$ cat src/rtl/hrm_mem_arbiter.sv
// hrm_mem_arbiter
//   Shares a single-port synchronous RAM (1-cycle read latency) between the
//   CPU datapath and the host/debug port. Round-robin, one grant per cycle.
//   The host can request exclusive access (host_lock) for coherent dump/load.
//   A saturating counter records the cycles in which the CPU was kept waiting.
//
// Ports
//   clk, i_rst                     clock, async active-high reset
//   cpu_req/we/addr/wdata          CPU request bundle (held until cpu_gnt)
//   cpu_gnt/rvalid/rdata           CPU response (gnt combinational)
//   host_req/we/addr/wdata         host request bundle
//   host_gnt/rvalid/rdata          host response
//   host_lock, locked              exclusive-access request / CPU excluded
//   stall_cnt                      saturating CPU stall cycle count
//   mem_en/we/addr/wdata, mem_rdata  RAM port
module hrm_mem_arbiter #(
  parameter int AW      = 5,
  parameter int DW      = 8,
  parameter int STALL_W = 16
) (
  input  logic               clk,
  input  logic               i_rst,
  input  logic               cpu_req,
  input  logic               cpu_we,
  input  logic [AW-1:0]      cpu_addr,
  input  logic [DW-1:0]      cpu_wdata,
  output logic               cpu_gnt,
  output logic               cpu_rvalid,
  output logic [DW-1:0]      cpu_rdata,
  input  logic               host_req,
  input  logic               host_we,
  input  logic [AW-1:0]      host_addr,
  input  logic [DW-1:0]      host_wdata,
  output logic               host_gnt,
  output logic               host_rvalid,
  output logic [DW-1:0]      host_rdata,
  input  logic               host_lock,
  output logic               locked,
  output logic [STALL_W-1:0] stall_cnt,
  output logic               mem_en,
  output logic               mem_we,
  output logic [AW-1:0]      mem_addr,
  output logic [DW-1:0]      mem_wdata,
  input  logic [DW-1:0]      mem_rdata
);

  localparam logic [1:0] ST_UNLOCKED = 2'd0;
  localparam logic [1:0] ST_PENDING  = 2'd1;
  localparam logic [1:0] ST_LOCKED   = 2'd2;

  localparam logic RR_CPU  = 1'b0;
  localparam logic RR_HOST = 1'b1;

  logic [1:0]         state_q, state_d;
  logic               rr_last_q, rr_last_d;
  logic               locked_q;
  logic               cpu_rvalid_q, host_rvalid_q;
  logic [STALL_W-1:0] stall_q, stall_d;
  logic               cpu_elig, host_elig;

  // Grants are gated by reset so nothing reaches the RAM while in reset.
  always_comb begin
    cpu_elig  = cpu_req & (state_q != ST_LOCKED) & ~i_rst;
    host_elig = host_req & ~i_rst;
    // On a tie the CPU wins only if the host had the previous grant.
    cpu_gnt   = cpu_elig & (~host_elig | (rr_last_q == RR_HOST));
    host_gnt  = host_elig & ~cpu_gnt;
  end

  // RAM port mux; with no grant the CPU bundle is passed through (don't-care).
  always_comb begin
    mem_en    = cpu_gnt | host_gnt;
    mem_we    = host_gnt ? host_we    : (cpu_gnt & cpu_we);
    mem_addr  = host_gnt ? host_addr  : cpu_addr;
    mem_wdata = host_gnt ? host_wdata : cpu_wdata;
  end

  always_comb begin
    rr_last_d = rr_last_q;
    if (host_gnt)     rr_last_d = RR_HOST;
    else if (cpu_gnt) rr_last_d = RR_CPU;
  end

  // PENDING waits until the CPU has neither a grant nor a read in flight,
  // so the lock never cuts off a response.
  always_comb begin
    state_d = state_q;
    case (state_q)
      ST_UNLOCKED: if (host_lock) state_d = ST_PENDING;
      ST_PENDING: begin
        if (!host_lock)                       state_d = ST_UNLOCKED;
        else if (!cpu_gnt && !cpu_rvalid_q)   state_d = ST_LOCKED;
      end
      ST_LOCKED:   if (!host_lock) state_d = ST_UNLOCKED;
      default:     state_d = ST_UNLOCKED;
    endcase
  end

  always_comb begin
    stall_d = stall_q;
    if (cpu_req && !cpu_gnt && !(&stall_q)) stall_d = stall_q + STALL_W'(1);
  end

  always_ff @(posedge clk or posedge i_rst) begin
    if (i_rst) begin
      state_q       <= ST_UNLOCKED;
      rr_last_q     <= RR_HOST;
      locked_q      <= 1'b0;
      cpu_rvalid_q  <= 1'b0;
      host_rvalid_q <= 1'b0;
      stall_q       <= '0;
    end else begin
      state_q       <= state_d;
      rr_last_q     <= rr_last_d;
      locked_q      <= (state_d == ST_LOCKED);
      cpu_rvalid_q  <= cpu_gnt & ~cpu_we;
      host_rvalid_q <= host_gnt & ~host_we;
      stall_q       <= stall_d;
    end
  end

  assign locked      = locked_q;
  assign cpu_rvalid  = cpu_rvalid_q;
  assign host_rvalid = host_rvalid_q;
  assign cpu_rdata   = mem_rdata;
  assign host_rdata  = mem_rdata;
  assign stall_cnt   = stall_q;

endmodule

$ cat config.mk
export PLATFORM = sky130hd
export DESIGN_NAME = hrm_mem_arbiter
export DESIGN_NICKNAME = d
export VERILOG_FILES = /design/src/rtl/hrm_mem_arbiter.sv
export SDC_FILE = /design/constraint.sdc
export NUM_CORES = 1
export LEC_CHECK = 0
export BUFFER_PORTS_ARGS = -buffer_cell sky130_fd_sc_hd__buf_2
export CAP_MARGIN = 30
export CORE_MARGIN = 2
export CORE_UTILIZATION = 38
export DETAILED_ROUTE_END_ITERATION = 12
export PLACE_DENSITY_LB_ADDON = 0.3
export SLEW_MARGIN = 20
export SYNTH_ARGS = -nofsm -noshare
export SYNTH_HDL_FRONTEND = slang
export SYNTH_SLANG_ARGS = --single-unit
export TNS_END_PERCENT = 30
$ cat constraint.sdc
create_clock -name clk -period 1.9 [get_ports clk]
set_clock_uncertainty 0.15 [all_clocks]
set_input_delay 0.095 -clock clk [delete_from_list [all_inputs] [get_ports clk]]
set_output_delay 0.095 -clock clk [all_outputs]
set_load 0.05 [all_outputs]
==> results_dict.tcl <==
set metrics [dict create \
    clk_pin_slew_ns 0.07 \
    clk_latency_ns 0.26 \
    drt_iter0_drc 42 \
    grt_use_total_pct 16.5 \
    fmax_ghz 0.436 \
    post-route-worst-setup-slack_ns -0.396 \
    antenna_cells 0 \
    initial_core_util_pct 39.6 \
    syn2layout_area_growth_pct 44.3 \
    finalHoldWorstSlack_ns 0.0285 \
    routabilityCongestion 0.808 \
    fp.coreArea_sq_um 3690 \
    crit_arrival_ns 2.05 \
    grt_max_degree 22 \
    overflow 0 \
    synth_edf_count 0 \
    cp_cell_sequence "and2b_2, nor4b_4, nor3b_4, buf_6, mux2_4, buf_6" \
    cts_tree "done" \
    ys_seq_area_share_pct 37.8 \
    syn-cell-area_sq_um 1460 \
    drv_cap 0 \
    power_switching_mw 0.954 \
    swShare_pct 46.3 \
    synth_fp_nets 173 \
    grt_setup_unrepaired "true" \
    slowest_delay_ns 0.53 \
    root_buffer "clkbuf_8" \
    portBuffers 68 \
    p_int_mw 1.10 \
    routed_wl_um 3500 \
    ys_ff_latch 22 \
    drtAntennaViolNets 0 \
    place_inst 246 \
    seqPwrFrac_pct 33.8 \
    place_ws_ns -0.332 \
    cpMostUsedCell "buf_6" \
    worstSetupPathType "reg -> out" \
    fin_crit_ns 2.30 \
    vias_per_cell 4.99 \
    worst_path_max_delay_cell "dfstp_2" \
    cp_num_buf_inv 2 \
    critPathTopFamily "simple AND/OR/NAND/NOR gates" \
    drive_above_1_share_pct 57.1 \
    slew_violations 0 \
    drt_pass1_iterations 4 \
    fp.dieW_um 66.0 \
    antenna_found_initial 0 \
    hold_viol 0 \
    clock_tree.buffer_depth 2 \
    violations "setup timing" \
    wl_per_cell_um 13.5 \
    start_kind "register" \
    worst_pin_slew_ns 0.465 \
    numCtsBuffers 3 \
    clock_sinks 22 \
    setup_viol 20 \
    cp-end-kind "output port" \
    vdd_ir_drop_max_mv 0.690 \
    pwr_density_cell_nw_per_um2 976 \
    rows 22 \
    cellLeakagePower_nw 1.07 \
    clkPwrFrac_pct 14.5 \
    timing.final.crit_share_pct 121 \
    layout_commonest_cell "buf_2" \
    async_flop_share_pct 100 \
    combPwrFrac_pct 51.7 \
    cp.required_ns 1.65 \
    maxSlewHeadroom_pct 68.8 \
    finalNonFillerCells 260 \
    min_path_type "in -> reg" \
    vias 1298 \
    grt_pass1_vias 1356 \
    synth_ff_type "dfrtp_1" \
    grt_pass1_wl_um 5620 \
    htree_levels 1 \
    synth_cell_types 36 \
    layout_common_cells "53 x buf_2, 21 x dfrtp_1, 21 x buf_4, 16 x buf_6, 12 x xor2_1" \
    dieHeight_um 66.0 \
    netlist_instances 131 \
    die_area_sq_um 4360 \
    yosys_warnings 0 \
    fin_nets 255 \
    hpwl_um 2690 \
    drcViolationCount 0 \
    avgSynthCellArea_sq_um 11.2 \
    pin_count 93 \
    worstPathMaxFanout 8 \
    outcome "finished with violations" \
]
[final timing paths]
check	startpoint	endpoint	slack (ns)	cells after the start
setup / recovery	rr_last_q	mem_wdata[1]	-0.40	6
hold / removal	cpu_req	rr_last_q	0.03	3
setup reg to reg	rr_last_q	locked	-0.02	7
hold reg to reg	stall_cnt[15]	stall_cnt[15]	0.36	1
max in group asynchronous	i_rst	stall_cnt[11]	0.93	4
min in group asynchronous	i_rst	rr_last_q	0.39	3
[tightest hold or removal path, cell delays in order]
cell and delay [ns]:
buf_2 0.09, buf_4 0.13, a41oi_1 0.11
[layout make-up]
type                    count  area [sq um]
well taps                  48          60.1
fillers                   318          1580
clock buffers               4          45.0
inverters                   3          11.3
multi-input cells          87           768
flip-flops and latches     22           552
repair buffers             96           673
[synth_stat cells (2+ instances only)]
master | instances | area (sq um)
dfrtp_1 | 21 | 526
buf_4 | 16 | 120
xor2_1 | 12 | 105
mux2_2 | 8 | 90.1
mux2_4 | 7 | 105
nor3_1 | 7 | 35.0
and4_1 | 5 | 43.8
nand3_1 | 5 | 25.0
nor4_1 | 5 | 31.3
nand2_1 | 4 | 15.0
inv_1 | 3 | 11.3
nand4_1 | 3 | 18.8
nor3b_1 | 3 | 22.5
a21oi_1 | 2 | 10.0
buf_6 | 2 | 22.5
nor2_1 | 2 | 7.51
nor2b_1 | 2 | 12.5
nor4b_1 | 2 | 17.5
o21a_1 | 2 | 15.0
o21ai_0 | 2 | 10.0
o311ai_0 | 2 | 17.5
xnor2_1 | 2 | 17.5
[through the flow]
stage,total power [mW],utilization (%),setup TNS [ns],instance area (sq um)
2_1_floorplan,1.48,-,-12.58,1470
3_3_place_gp,1.68,50.2,-3.30,1850
3_5_place_dp,1.69,50.2,-4.23,1850
4_1_cts,2.06,55.9,-6.11,2060
5_1_grt,2.17,57.2,-7.26,2110
6_report,2.06,57.2,-5.62,2110
[logic make-up after synthesis]
| logic type | count (synthesis) | share of synthesized area (%) |
|---|---|---|
| buffers and inverters | 22 | 10.8 |
| XOR/XNOR | 14 | 8.39 |
| AND/OR/NAND/NOR | 46 | 23.2 |
| multiplexers | 15 | 13.4 |
| AO/OA/AOI/OAI | 11 | 5.65 |
| flip-flops | 22 | 37.8 |
| adder cells (fa/ha/maj) | 1 | 0.856 |
[metal layers]
metal / global-route usage (%) / up-vias / part of all wire, %
met5: 0 / - / 0
met4: 6.38 / 0 / 0.77
met3: 3.58 / 2 / 9.0
met2: 31.6 / 67 / 52
met1: 17.5 / 608 / 39
li1: - / 621 / -
[what timing repair did]
action	CTS	global route
buffers inserted	2	5
pin swaps	2	3
endpoints found under the hold margin	27	0
resized for setup	32	7
endpoints found under the setup margin	20	25
hold buffers	4	0
[sequential cells by signal, indices dropped and copies added, names as in the netlist]
register     flops
cpu_rvalid       1
host_rvalid      1
locked           1
rr_last_q        1
stall_cnt       16
state_q          2
[power groups by stage]
stage | registers, mW | logic [mW] | clock network, mW
floorplan | 1.03 | 0.451 | 0
global placement | 0.696 | 0.979 | 0
detailed placement | 0.704 | 0.989 | 0
CTS | 0.695 | 1.05 | 0.314
global route | 0.712 | 1.13 | 0.327
finish | 0.696 | 1.06 | 0.298
Power figures use the tool's default switching activity.
